File: config.mk
export PLATFORM = sky130hd
export DESIGN_NAME = clk_div_multi_flat
export DESIGN_NICKNAME = d
export VERILOG_FILES = /design/src/rtl/clk_div_multi_if.sv /design/src/rtl/clk_div_multi.sv /design/src/flat_wrapper.sv
export SDC_FILE = /design/constraint.sdc
export NUM_CORES = 1
export LEC_CHECK = 0
export ABC_AREA = 1
export BUFFER_PORTS_ARGS = -buffer_cell sky130_fd_sc_hd__clkbuf_2
export CAP_MARGIN = 10
export CORE_ASPECT_RATIO = 1.1
export CORE_MARGIN = 2
export CORE_UTILIZATION = 52
export CTS_BUF_LIST = sky130_fd_sc_hd__clkbuf_2
export CTS_CLUSTER_DIAMETER = 40
export CTS_CLUSTER_SIZE = 25
export DETAILED_ROUTE_END_ITERATION = 12
export GPL_TIMING_DRIVEN = 0
export HOLD_SLACK_MARGIN = 0.02
export PLACE_DENSITY = 0.74
export SETUP_SLACK_MARGIN = 0.1
export SLEW_MARGIN = 20
export SYNTH_ARGS = -nofsm -noshare
export SYNTH_HDL_FRONTEND = slang
export SYNTH_SLANG_ARGS = --single-unit
export TNS_END_PERCENT = 50
File: constraint.sdc
create_clock -name clkin -period 3.35 [get_ports clkin]
set_clock_uncertainty 0.1 [all_clocks]
set_input_delay 0.1675 -clock clkin [delete_from_list [all_inputs] [get_ports clkin]]
set_output_delay 0.1675 -clock clkin [all_outputs]
set_load 0.02 [all_outputs]
File: src/rtl/clk_div_multi_if.sv
// Control/status bundle for clk_div_multi.
//   master : drives en, load, load_ch, load_val; observes clkout, tick, pend.
//   slave  : the divider side of the same signals.
interface clk_div_multi_if #(
  parameter int unsigned CNT_W = 32,
  parameter int unsigned NCH   = 4,
  parameter int unsigned CH_W  = 2
);
  logic [NCH-1:0]   en;
  logic             load;
  logic [CH_W-1:0]  load_ch;
  logic [CNT_W-1:0] load_val;
  logic [NCH-1:0]   clkout;
  logic [NCH-1:0]   tick;
  logic [NCH-1:0]   pend;

  modport master (
    output en, load, load_ch, load_val,
    input  clkout, tick, pend
  );

  modport slave (
    input  en, load, load_ch, load_val,
    output clkout, tick, pend
  );
endinterface

File: src/rtl/clk_div_multi.sv
// Multi-channel 50%-duty clock divider with per-channel tick pulse and
// run-time programmable divisor.
//   clkin : system clock, all state on its rising edge
//   rst   : synchronous, active-high reset
//   bus   : clk_div_multi_if.slave
//           en[NCH]        per-channel run enable
//           load/load_ch/load_val  write a pending divisor into one channel
//           clkout[NCH]    divided clock, half period = div+1 cycles
//           tick[NCH]      one-cycle pulse after each terminal count
//           pend[NCH]      a loaded divisor is waiting to be applied
module clk_div_multi #(
  parameter int unsigned    CNT_W       = 32,
  parameter int unsigned    NCH         = 4,
  parameter int unsigned    CH_W        = 2,
  parameter logic [CNT_W-1:0] DEFAULT_DIV = CNT_W'(25000000)
) (
  input  logic             clkin,
  input  logic             rst,
  clk_div_multi_if.slave   bus
);

  logic [CNT_W-1:0] cnt_q      [NCH];
  logic [CNT_W-1:0] cnt_d      [NCH];
  logic [CNT_W-1:0] div_q      [NCH];
  logic [CNT_W-1:0] div_d      [NCH];
  logic [CNT_W-1:0] pend_val_q [NCH];
  logic [CNT_W-1:0] pend_val_d [NCH];
  logic [NCH-1:0]   clkout_q, clkout_d;
  logic [NCH-1:0]   tick_q,   tick_d;
  logic [NCH-1:0]   pend_q,   pend_d;

  always_comb begin
    for (int unsigned i = 0; i < NCH; i++) begin
      cnt_d[i]      = cnt_q[i];
      div_d[i]      = div_q[i];
      pend_val_d[i] = pend_val_q[i];
      clkout_d[i]   = clkout_q[i];
      tick_d[i]     = 1'b0;
      pend_d[i]     = pend_q[i];

      if (bus.en[i]) begin
        // Comparing for equality (never counting past div) means the full
        // counter range is usable and there is no wrap-around path.
        if (cnt_q[i] == div_q[i]) begin
          cnt_d[i]    = '0;
          clkout_d[i] = ~clkout_q[i];
          tick_d[i]   = 1'b1;
          // Swapping the divisor only at the toggle keeps every half
          // period whole: the new value governs the next half period.
          if (pend_q[i]) begin
            div_d[i]  = pend_val_q[i];
            pend_d[i] = 1'b0;
          end
        end else begin
          cnt_d[i] = cnt_q[i] + CNT_W'(1);
        end
      end else if (pend_q[i]) begin
        // Idle channel: apply the pending divisor at once and restart.
        div_d[i]  = pend_val_q[i];
        cnt_d[i]  = '0;
        pend_d[i] = 1'b0;
      end

      // A load lands after any apply above, so a load coinciding with an
      // apply stays pending for the following terminal count.
      if (bus.load && (bus.load_ch == CH_W'(i))) begin
        pend_val_d[i] = bus.load_val;
        pend_d[i]     = 1'b1;
      end
    end
  end

  always_ff @(posedge clkin) begin
    if (rst) begin
      for (int unsigned i = 0; i < NCH; i++) begin
        cnt_q[i]      <= '0;
        div_q[i]      <= DEFAULT_DIV;
        pend_val_q[i] <= '0;
      end
      clkout_q <= '0;
      tick_q   <= '0;
      pend_q   <= '0;
    end else begin
      for (int unsigned i = 0; i < NCH; i++) begin
        cnt_q[i]      <= cnt_d[i];
        div_q[i]      <= div_d[i];
        pend_val_q[i] <= pend_val_d[i];
      end
      clkout_q <= clkout_d;
      tick_q   <= tick_d;
      pend_q   <= pend_d;
    end
  end

  assign bus.clkout = clkout_q;
  assign bus.tick   = tick_q;
  assign bus.pend   = pend_q;

endmodule

File: src/flat_wrapper.sv
// flat-port wrapper written by rule: the top's interface ports become plain ports
module clk_div_multi_flat 
#(
  parameter int unsigned    CNT_W       = 32,
  parameter int unsigned    NCH         = 4,
  parameter int unsigned    CH_W        = 2,
  parameter logic [CNT_W-1:0] DEFAULT_DIV = CNT_W'(25000000)
)
  (clkin, rst, bus_en, bus_load, bus_load_ch, bus_load_val, bus_clkout, bus_tick, bus_pend);
  clk_div_multi_if #(.CNT_W(CNT_W), .NCH(NCH), .CH_W(CH_W)) bus_i ();
  input  logic clkin;
  input  logic rst;
  input wire logic [$bits(bus_i.en)-1:0] bus_en;
  input wire logic [$bits(bus_i.load)-1:0] bus_load;
  input wire logic [$bits(bus_i.load_ch)-1:0] bus_load_ch;
  input wire logic [$bits(bus_i.load_val)-1:0] bus_load_val;
  output wire logic [$bits(bus_i.clkout)-1:0] bus_clkout;
  output wire logic [$bits(bus_i.tick)-1:0] bus_tick;
  output wire logic [$bits(bus_i.pend)-1:0] bus_pend;
  assign bus_i.en = bus_en;
  assign bus_i.load = bus_load;
  assign bus_i.load_ch = bus_load_ch;
  assign bus_i.load_val = bus_load_val;
  assign bus_clkout = bus_i.clkout;
  assign bus_tick = bus_i.tick;
  assign bus_pend = bus_i.pend;
  clk_div_multi #(.CNT_W(CNT_W), .NCH(NCH), .CH_W(CH_W), .DEFAULT_DIV(DEFAULT_DIV)) u_core (.clkin(clkin), .rst(rst), .bus(bus_i));
endmodule
# After elaboration in Yosys (flattened, before gate mapping)
# Memory sizes are Yosys's and may differ from the RTL's.
# Index checks and enable logic that the tools add are counted.
[totals] in_bits=41 word_cells=122 ram_bits=384 memories=3 reg_bits=12 output_inout_bits=12
[mem_list] name="u_core.cnt_q" depth=4 width=32 rd=4 rd_ports_with_merged_regs=0 wr=4 line="clk_div_multi.sv:22" rtl="logic [CNT_W-1:0] cnt_q [NCH];"
[mem_list] name="u_core.div_q" depth=4 width=32 rd=4 rd_ports_with_merged_regs=0 wr=4 line="clk_div_multi.sv:24" rtl="logic [CNT_W-1:0] div_q [NCH];"
[mem_list] name="u_core.pend_val_q" depth=4 width=32 rd=4 rd_ports_with_merged_regs=0 wr=4 line="clk_div_multi.sv:26" rtl="logic [CNT_W-1:0] pend_val_q [NCH];"
[op_classes] eq_ne=11 n_reduce_logical=13 mux=59 n_addsub=4 n_bitwise=20
[ops] cell="$mux 32" count=40
[ops] cell="$add 32x1->32 const B" count=4
[ops] cell="$eq 32x32->1" count=4
[ops] cell="$mux 1" count=19
[ops] cell="$ne 3x1->1 const B" count=4
[ops] cell="$or 1x1->1" count=12
[ops] cell="$not 1->1" count=8
[ops] cell="$reduce_and 2->1" count=4
[ops] cell="$reduce_or 2->1" count=4
[ops] cell="$eq 2x2->1 const B" count=2
[ops] cell="$logic_and 1x1->1" count=4
[ops] cell="$eq 2x1->1 const B" count=1
[ops] cell="$logic_not 2->1" count=1

# Longest topological paths before layout
# Gate-level depths: netlist of run 1.
[logic_depth] word_depth=4 ltp_mapped=14 ltp_nobuf=12

# Worst setup path after synthesis of run 1
# Ideal clock, no wire load.
[synth_path] path_type="reg2reg" startpoint="reg u_core.pend_q[1], in the netlist u_core.bus.pend[1]" endpoint="mem u_core.cnt_q[1][13], in the netlist u_core.cnt_q[0][45]" setup_time_ns=0.070 required_time_ns=3.180 period_less_slack_ns=1.701 arrival_ns=1.532 path_slack_ns=1.649 path_buffers=1 stages_incl_launch_ff=9 cell_sequence="dfxtp_1 -> buf_2 -> nor2_1 -> nor2_1 -> nand2_1 -> nor3_1 -> a21oi_1 -> nand3b_1 -> a21oi_1"
[synth_rtl] item="from (decl)" line="clk_div_multi.sv:30" rtl="logic [NCH-1:0] pend_q, pend_d;"
[synth_rtl] item="from (signal assigned)" line="clk_div_multi.sv:91" rtl="pend_q <= pend_d;"
[synth_rtl] item="to (decl)" line="clk_div_multi.sv:22"

==> results of run 1 <==
[how the worst max path moves through the flow]
stage,startpoint,to,depth (start not counted)
after detailed placement,u_core.cnt_q[0][83],u_core.div_q[2][19],12
after global placement,rst,u_core.cnt_q[0][116],4
after CTS,bus_load_ch[1],u_core.pend_val_q[0][54],11
final,bus_load_ch[1],u_core.pend_val_q[0][52],11
after floorplan,u_core.bus.pend[1],u_core.cnt_q[0][45],8
after global routing,bus_load_ch[1],u_core.pend_val_q[0][53],11
[placed cells by master, fill, tap and decap left out, drive strengths merged]
master       instances
dlygate4sd3         97
a31o                 5
o22ai                1
clkinv              14
o21bai               6
bufinv               3
xnor2              114
o21ai              150
a21o                 5
nor3b                2
nor2b                1
diode                5
clkbuf             204
nand3              307
o211ai               1
a21oi              300
dfxtp              396
inv                272
xor2                35
nor3                36
nand2              676
nand3b               7
nor2               333
ha                   4
or2                  3
clkinvlp             3
buf                 73
nor4                 5
nand4               70
[routing by layer]
layer | up-vias | routed length [um] | GRT usage
li1 | 9752 | - | -
met1 | 9085 | 26340 | 0.3935
met2 | 714 | 28870 | 0.5181
met3 | 136 | 4706 | 0.06326
met4 | 0 | 2271 | 0.1179
met5 | - | 0 | 0
[power breakdown]
group          switching, mW  total, mW  internal [mW]
Clock                   2.16       3.06          0.905
Combinational          0.570      0.876          0.306
Sequential            0.0821       4.94           4.86
Total                   2.81       8.88           6.07
[per-stage QoR]
stage	worst slack, ps	instances
global placement	993.9	3428
CTS	398.6	3617
floorplan	1649	2886
global route	146.0	3618
detailed placement	1112	3428
finish	164.4	3622
[Yosys cell counts, drive strengths merged, types with 4 or more instances]
master | instances | area (um2)
a21o | 5 | 37.54
nor4 | 5 | 37.53
nand3b | 7 | 52.55
xor2 | 35 | 306.5
nor3 | 36 | 196.4
nand4 | 70 | 437.9
nor2 | 333 | 1285
a21oi | 300 | 1501
nand3 | 307 | 1541
nand2 | 676 | 2592
xnor2 | 114 | 1006
dfxtp | 396 | 7928
clkbuf | 101 | 389.1
o21bai | 6 | 45.04
o21ai | 150 | 750.7
a31o | 5 | 43.79
ha | 4 | 50.05
buf | 73 | 496.7
inv | 253 | 949.7
[flip-flops by register name, summed over array words and instances, names as in the netlist]
signal             flops
u_core.cnt_q         128
u_core.pend_val_q    128
u_core.div_q         128
u_core.bus.clkout      4
u_core.bus.pend        4
u_core.bus.tick        4
[cell type report]
class	instances	area (um2)
clock inverter	37	434.2
fill	3550	14950
antenna	5	12.51
clock buffer	55	275.3
timing repair buffer	145	1211
sequential	396	7928
tap	494	618.1
multi-input combinational	2061	9943
inverter	255	957.2
buffer	174	889.6
[timing repair]
item | 4_1_cts | 5_1_grt
gates resized for setup | 0 | 2
hold endpoints to repair | 396 | 0
hold buffers | 97 | 0
setup endpoints to repair | 0 | 2
[critical path, cell delays in order]
cell and delay, ps:
dlygate4sd3_1 580, clkbuf_2 160, dlygate4sd3_1 580, nor2_1 150, dlygate4sd3_1 670, clkinv_1 250, clkbuf_2 270, nor2_1 150
dlygate4sd3_1 580, nor2_1 50, dlygate4sd3_1 560
[cells by family after synthesis]
kind of cell	Yosys count	synth area share
AND/OR/NAND/NOR	1440	0.3139
AO/OA/AOI/OAI	468	0.1214
buffers and inverters	429	0.09349
flip-flops	396	0.4021
XOR/XNOR	149	0.06658
adder cells (fa/ha/maj)	4	0.002539
==> results_dict.tcl, run 1 <==
set metrics [dict create \
    critPathKind "in -> reg" \
    p_leak_nw 8.564 \
    hold_path_end "u_core.cnt_q[0][11]" \
    hold_violations 0 \
    ff2ff_setup_slack_ps 1070 \
    drc 0 \
    die-area_um2 39490 \
    drtIter0Drc 1887 \
    rsz0062_at_grt "no" \
    cts-root-buf "clkbuf_2" \
    synth_fp_nets 2931 \
    hold_start "rst" \
    crit_fanout 10 \
    tightest_slew_ps 1024 \
    cts_tree "done" \
    placementRows 74 \
    maxCapViolations 0 \
    area_delta_synth_final_pct 12.96 \
    ios 53 \
    endpoint_kind "flip-flop" \
    mappedNetlistArea_um2 19710 \
    synth_ff_type "dfxtp_1" \
    crit_path_start_kind "input pin" \
    setup_viol 0 \
    r2r-end "u_core.cnt_q[0][60]" \
    totalWireLength_um 62190 \
    drive_above_1_share 0.07909 \
    relSlewSlack 0.3174 \
    timing.final.crit_share 0.9509 \
    powerDensity_nw_per_um2 398.7 \
    rr_worst_depth 9 \
    fin_crit_ps 3186 \
    clock_sink_count 396 \
    clkLatencyLatePin_ps 1160 \
    drtPass1Iterations 8 \
    fp.coreArea_um2 37220 \
    hold_class "in -> reg" \
    cts_setup_buffers 0 \
    clk_pin_slew_ps 270 \
    fin_nets 3128 \
    ys_ff_latch 396 \
    status "finished clean" \
    fmax_mhz 313.9 \
    clockBufferDepth 3 \
    grt_overflow 0 \
    arrival_ps 4170 \
    irDropWorstVdd_mv 0.4616 \
    fp.dieW_um 189.6 \
    synth.avg_cell_area_um2 6.831 \
    grt_max_degree 18 \
    synth_edf_count 0 \
    p_total_mw 8.879 \
    gp_congestion 0.9680 \
    portBuffers 48 \
    dp_hpwl_um 44360 \
    chipHeight_um 208.2 \
    postLayoutCellArea_um2 22270 \
    htreeDepth 2 \
    yosysSeqAreaShare 0.4021 \
    post_dp_cell_area_um2 20570 \
    finalMaxSlewViolations 0 \
    r2r_start "u_core.cnt_q[0][33]" \
    grt_usage 0.3102 \
    fin_util 0.5983 \
    yosysUniqueCellTypes 42 \
    fin_hold_ws_ps 113.9 \
    yosysWarnings 0 \
    ant_nets 0 \
    setup-tns-final_ps 0 \
    floorplan.initialDensity 0.5296 \
    cts_buffers 50 \
    synthArstFlopShare 0 \
    via_count 19690 \
    wl_per_cell_um 17.17 \
    postSynthCellCount 2886 \
    cp.required_ps 4330 \
    grt_pass1_vias 18450 \
    hold_path_depth 4 \
    grt_pass1_wl_um 96870 \
    antenna_found_initial 2 \
    post_drt_via_cell_ratio 5.435 \
]
(Power assumes the default switching activity.)
==> run 2: changes to the inputs <==
--- a/config.mk
+++ b/config.mk
@@ -16,7 +16,7 @@
 export CTS_CLUSTER_SIZE = 25
 export DETAILED_ROUTE_END_ITERATION = 12
 export GPL_TIMING_DRIVEN = 0
-export HOLD_SLACK_MARGIN = 0.02
+export HOLD_SLACK_MARGIN = 0.12
 export PLACE_DENSITY = 0.74
 export SETUP_SLACK_MARGIN = 0.1
 export SLEW_MARGIN = 20
==> results_dict.tcl, run 2 (synthesis results as in run 1) <==
set metrics [dict create \
    hold_path_depth 4 \
    ff2ff_setup_slack_ps 1070 \
    crit_fanout 10 \
    hold_violations 0 \
    cts_setup_buffers 0 \
    irDropWorstVdd_mv 0.4518 \
    fp.coreArea_um2 37220 \
    r2r_start "u_core.cnt_q[0][33]" \
    grt_use_met3 0.06157 \
    arrival_ps 4180 \
    maxCapViolations 0 \
    startpoint "bus_load_ch[1]" \
    timing.final.crit_share 0.9560 \
    swShare 0.3159 \
    rsz0062_at_grt "no" \
    cp.required_ps 4330 \
    grt_pass1_wl_um 97100 \
    cts_tree "done" \
    placementRows 74 \
    powerDensity_nw_per_um2 397.5 \
    clockBufferDepth 3 \
    grt_max_degree 18 \
    htreeDepth 2 \
    tightest_slew_ps 985.4 \
    p_leak_nw 8.591 \
    cp-endpoint "u_core.pend_val_q[0][52]" \
    grtUsageMet1 0.3958 \
    portBuffers 48 \
    finalMaxSlewViolations 0 \
    grt_pass1_vias 18480 \
    clk_pin_slew_ps 270 \
    endpoint_kind "flip-flop" \
    rr_worst_depth 9 \
    layout_commonest_cell "nand2_1" \
    post_drt_via_cell_ratio 5.448 \
    drtPass1Iterations 7 \
    chipHeight_um 208.2 \
    setup_viol 0 \
    fp.dieW_um 189.6 \
    crit_path_start_kind "input pin" \
    fin_util 0.6002 \
    gp_congestion 0.9680 \
    p_comb_frac 0.099 \
    layoutNonFillerInstCount 3629 \
    critPathKind "in -> reg" \
    pwr-share-seq 0.556 \
    grt_usage 0.3111 \
    die-area_um2 39490 \
    floorplan.initialDensity 0.5296 \
    grt_use_met2 0.5203 \
    top_regs "u_core.cnt_q: 128 flops, u_core.div_q: 128 flops, u_core.pend_val_q: 128 flops" \
    fmax_mhz 312.2 \
    totalWireLength_um 62100 \
    drc 0 \
    cts-root-buf "clkbuf_2" \
    fillers 3545 \
    grt_overflow 0 \
    cp.depth 11 \
    clock_power_share 0.344 \
    fin_crit_ps 3203 \
    postLayoutCellArea_um2 22340 \
    ant_nets 0 \
    internal_power_mw 6.074 \
    grt.busiest_layer "met2" \
    setup-tns-final_ps 0 \
    cts_buffers 50 \
    dp_hpwl_um 44360 \
    dp_cells 3428 \
    wl_per_cell_um 17.11 \
    switching_power_mw 2.805 \
    antenna_found_initial 2 \
    clkLatencyLatePin_ps 1150 \
    relSlewSlack 0.3430 \
    post_dp_cell_area_um2 20570 \
    status "finished clean" \
    cpMaxStageDelayCell "dlygate4sd3_1" \
    critPathBufInv 8 \
    max_stage_delay_ps 670 \
    r2r-end "u_core.cnt_q[0][60]" \
    drtIter0Drc 1754 \
    drive_above_1_share 0.07891 \
    crit_top_cell "dlygate4sd3_1" \
    hold_class "in -> reg" \
    crit_path_cell_trace "dlygate4sd3_1, clkbuf_2, dlygate4sd3_1, nor2_1, dlygate4sd3_1, clkinv_1, clkbuf_2, nor2_1, dlygate4sd3_1, nor2_1, dlygate4sd3_1" \
    area_delta_synth_final_pct 13.32 \
    clock_sink_count 396 \
    fin_nets 3135 \
    layout_common_cells "nand2_1 (664), dfxtp_1 (396), nor2_1 (323)" \
    via_count 19770 \
    crit_family "buffers and inverters" \
    ios 53 \
]
==> run 2: cell types whose count changed in the layout (fill, tap and decap cells not counted), sizes merged <==
cell	previous run	this run
dlygate4sd3	97	104
==> run 2: how the worst min path moves through the flow <==
stage | to | start
3_3_place_gp | u_core.pend_val_q[0][88] | u_core.pend_val_q[0][88]
2_1_floorplan | u_core.pend_val_q[0][38] | bus_load_val[6]
6_report | u_core.bus.clkout[0] | rst
4_1_cts | u_core.pend_val_q[0][98] | bus_load_ch[0]
3_5_place_dp | u_core.pend_val_q[0][112] | u_core.pend_val_q[0][112]
5_1_grt | u_core.bus.clkout[0] | rst
==> run 2: metrics by stage <==
step	power (mW)	hold slack, ps	setup slack (ps)
after floorplan	5.507	202.4	1649
after global routing	9.216	210.3	137.3
final	8.879	241.8	147.3
after CTS	8.904	177.7	394.9
after global placement	5.764	336.1	993.9
after detailed placement	5.784	336.6	1112
==> run 2: cell type report <==
type / count / area, um2 / area share
sequential: 396 / 7928 / 0.3549
inverter: 255 / 957.2 / 0.04285
antenna: 5 / 12.51 / 0.0005601
timing repair buffer: 152 / 1281 / 0.05735
clock buffer: 55 / 275.3 / 0.01232
clock inverter: 37 / 434.2 / 0.01944
multi-input combinational: 2061 / 9943 / 0.4451
tap: 494 / 618.1 / 0.02767
buffer: 174 / 889.6 / 0.03982
==> run 2: routing by layer <==
metal  share of wire  vias to the layer above
li1                -                     9795
met1            0.42                     9139
met2            0.47                      713
met3           0.076                      123
met4           0.034                        0
met5               0                        -
==> run 2: what timing repair did <==
item / CTS / global route
hold buffers: 104 / 0
endpoints found under the hold margin: 396 / 0
setup endpoints to repair: 0 / 2
gates resized for setup: 0 / 2
==> run 2: worst min-delay path: cells and delay by family <==
kind | cells | cell delay, ps
buffers and inverters | 3 | 1120
and+or+nand+nor | 1 | 190
==> run 2: power by group through the flow <==
| stage | Combinational, mW | Clock, mW | Sequential [mW] |
|---|---|---|---|
| 2_1_floorplan | 0.504 | 0 | 5.00 |
| 3_3_place_gp | 0.738 | 0 | 5.03 |
| 3_5_place_dp | 0.756 | 0 | 5.03 |
| 4_1_cts | 0.857 | 3.11 | 4.94 |
| 5_1_grt | 0.964 | 3.29 | 4.96 |
| 6_report | 0.882 | 3.06 | 4.94 |
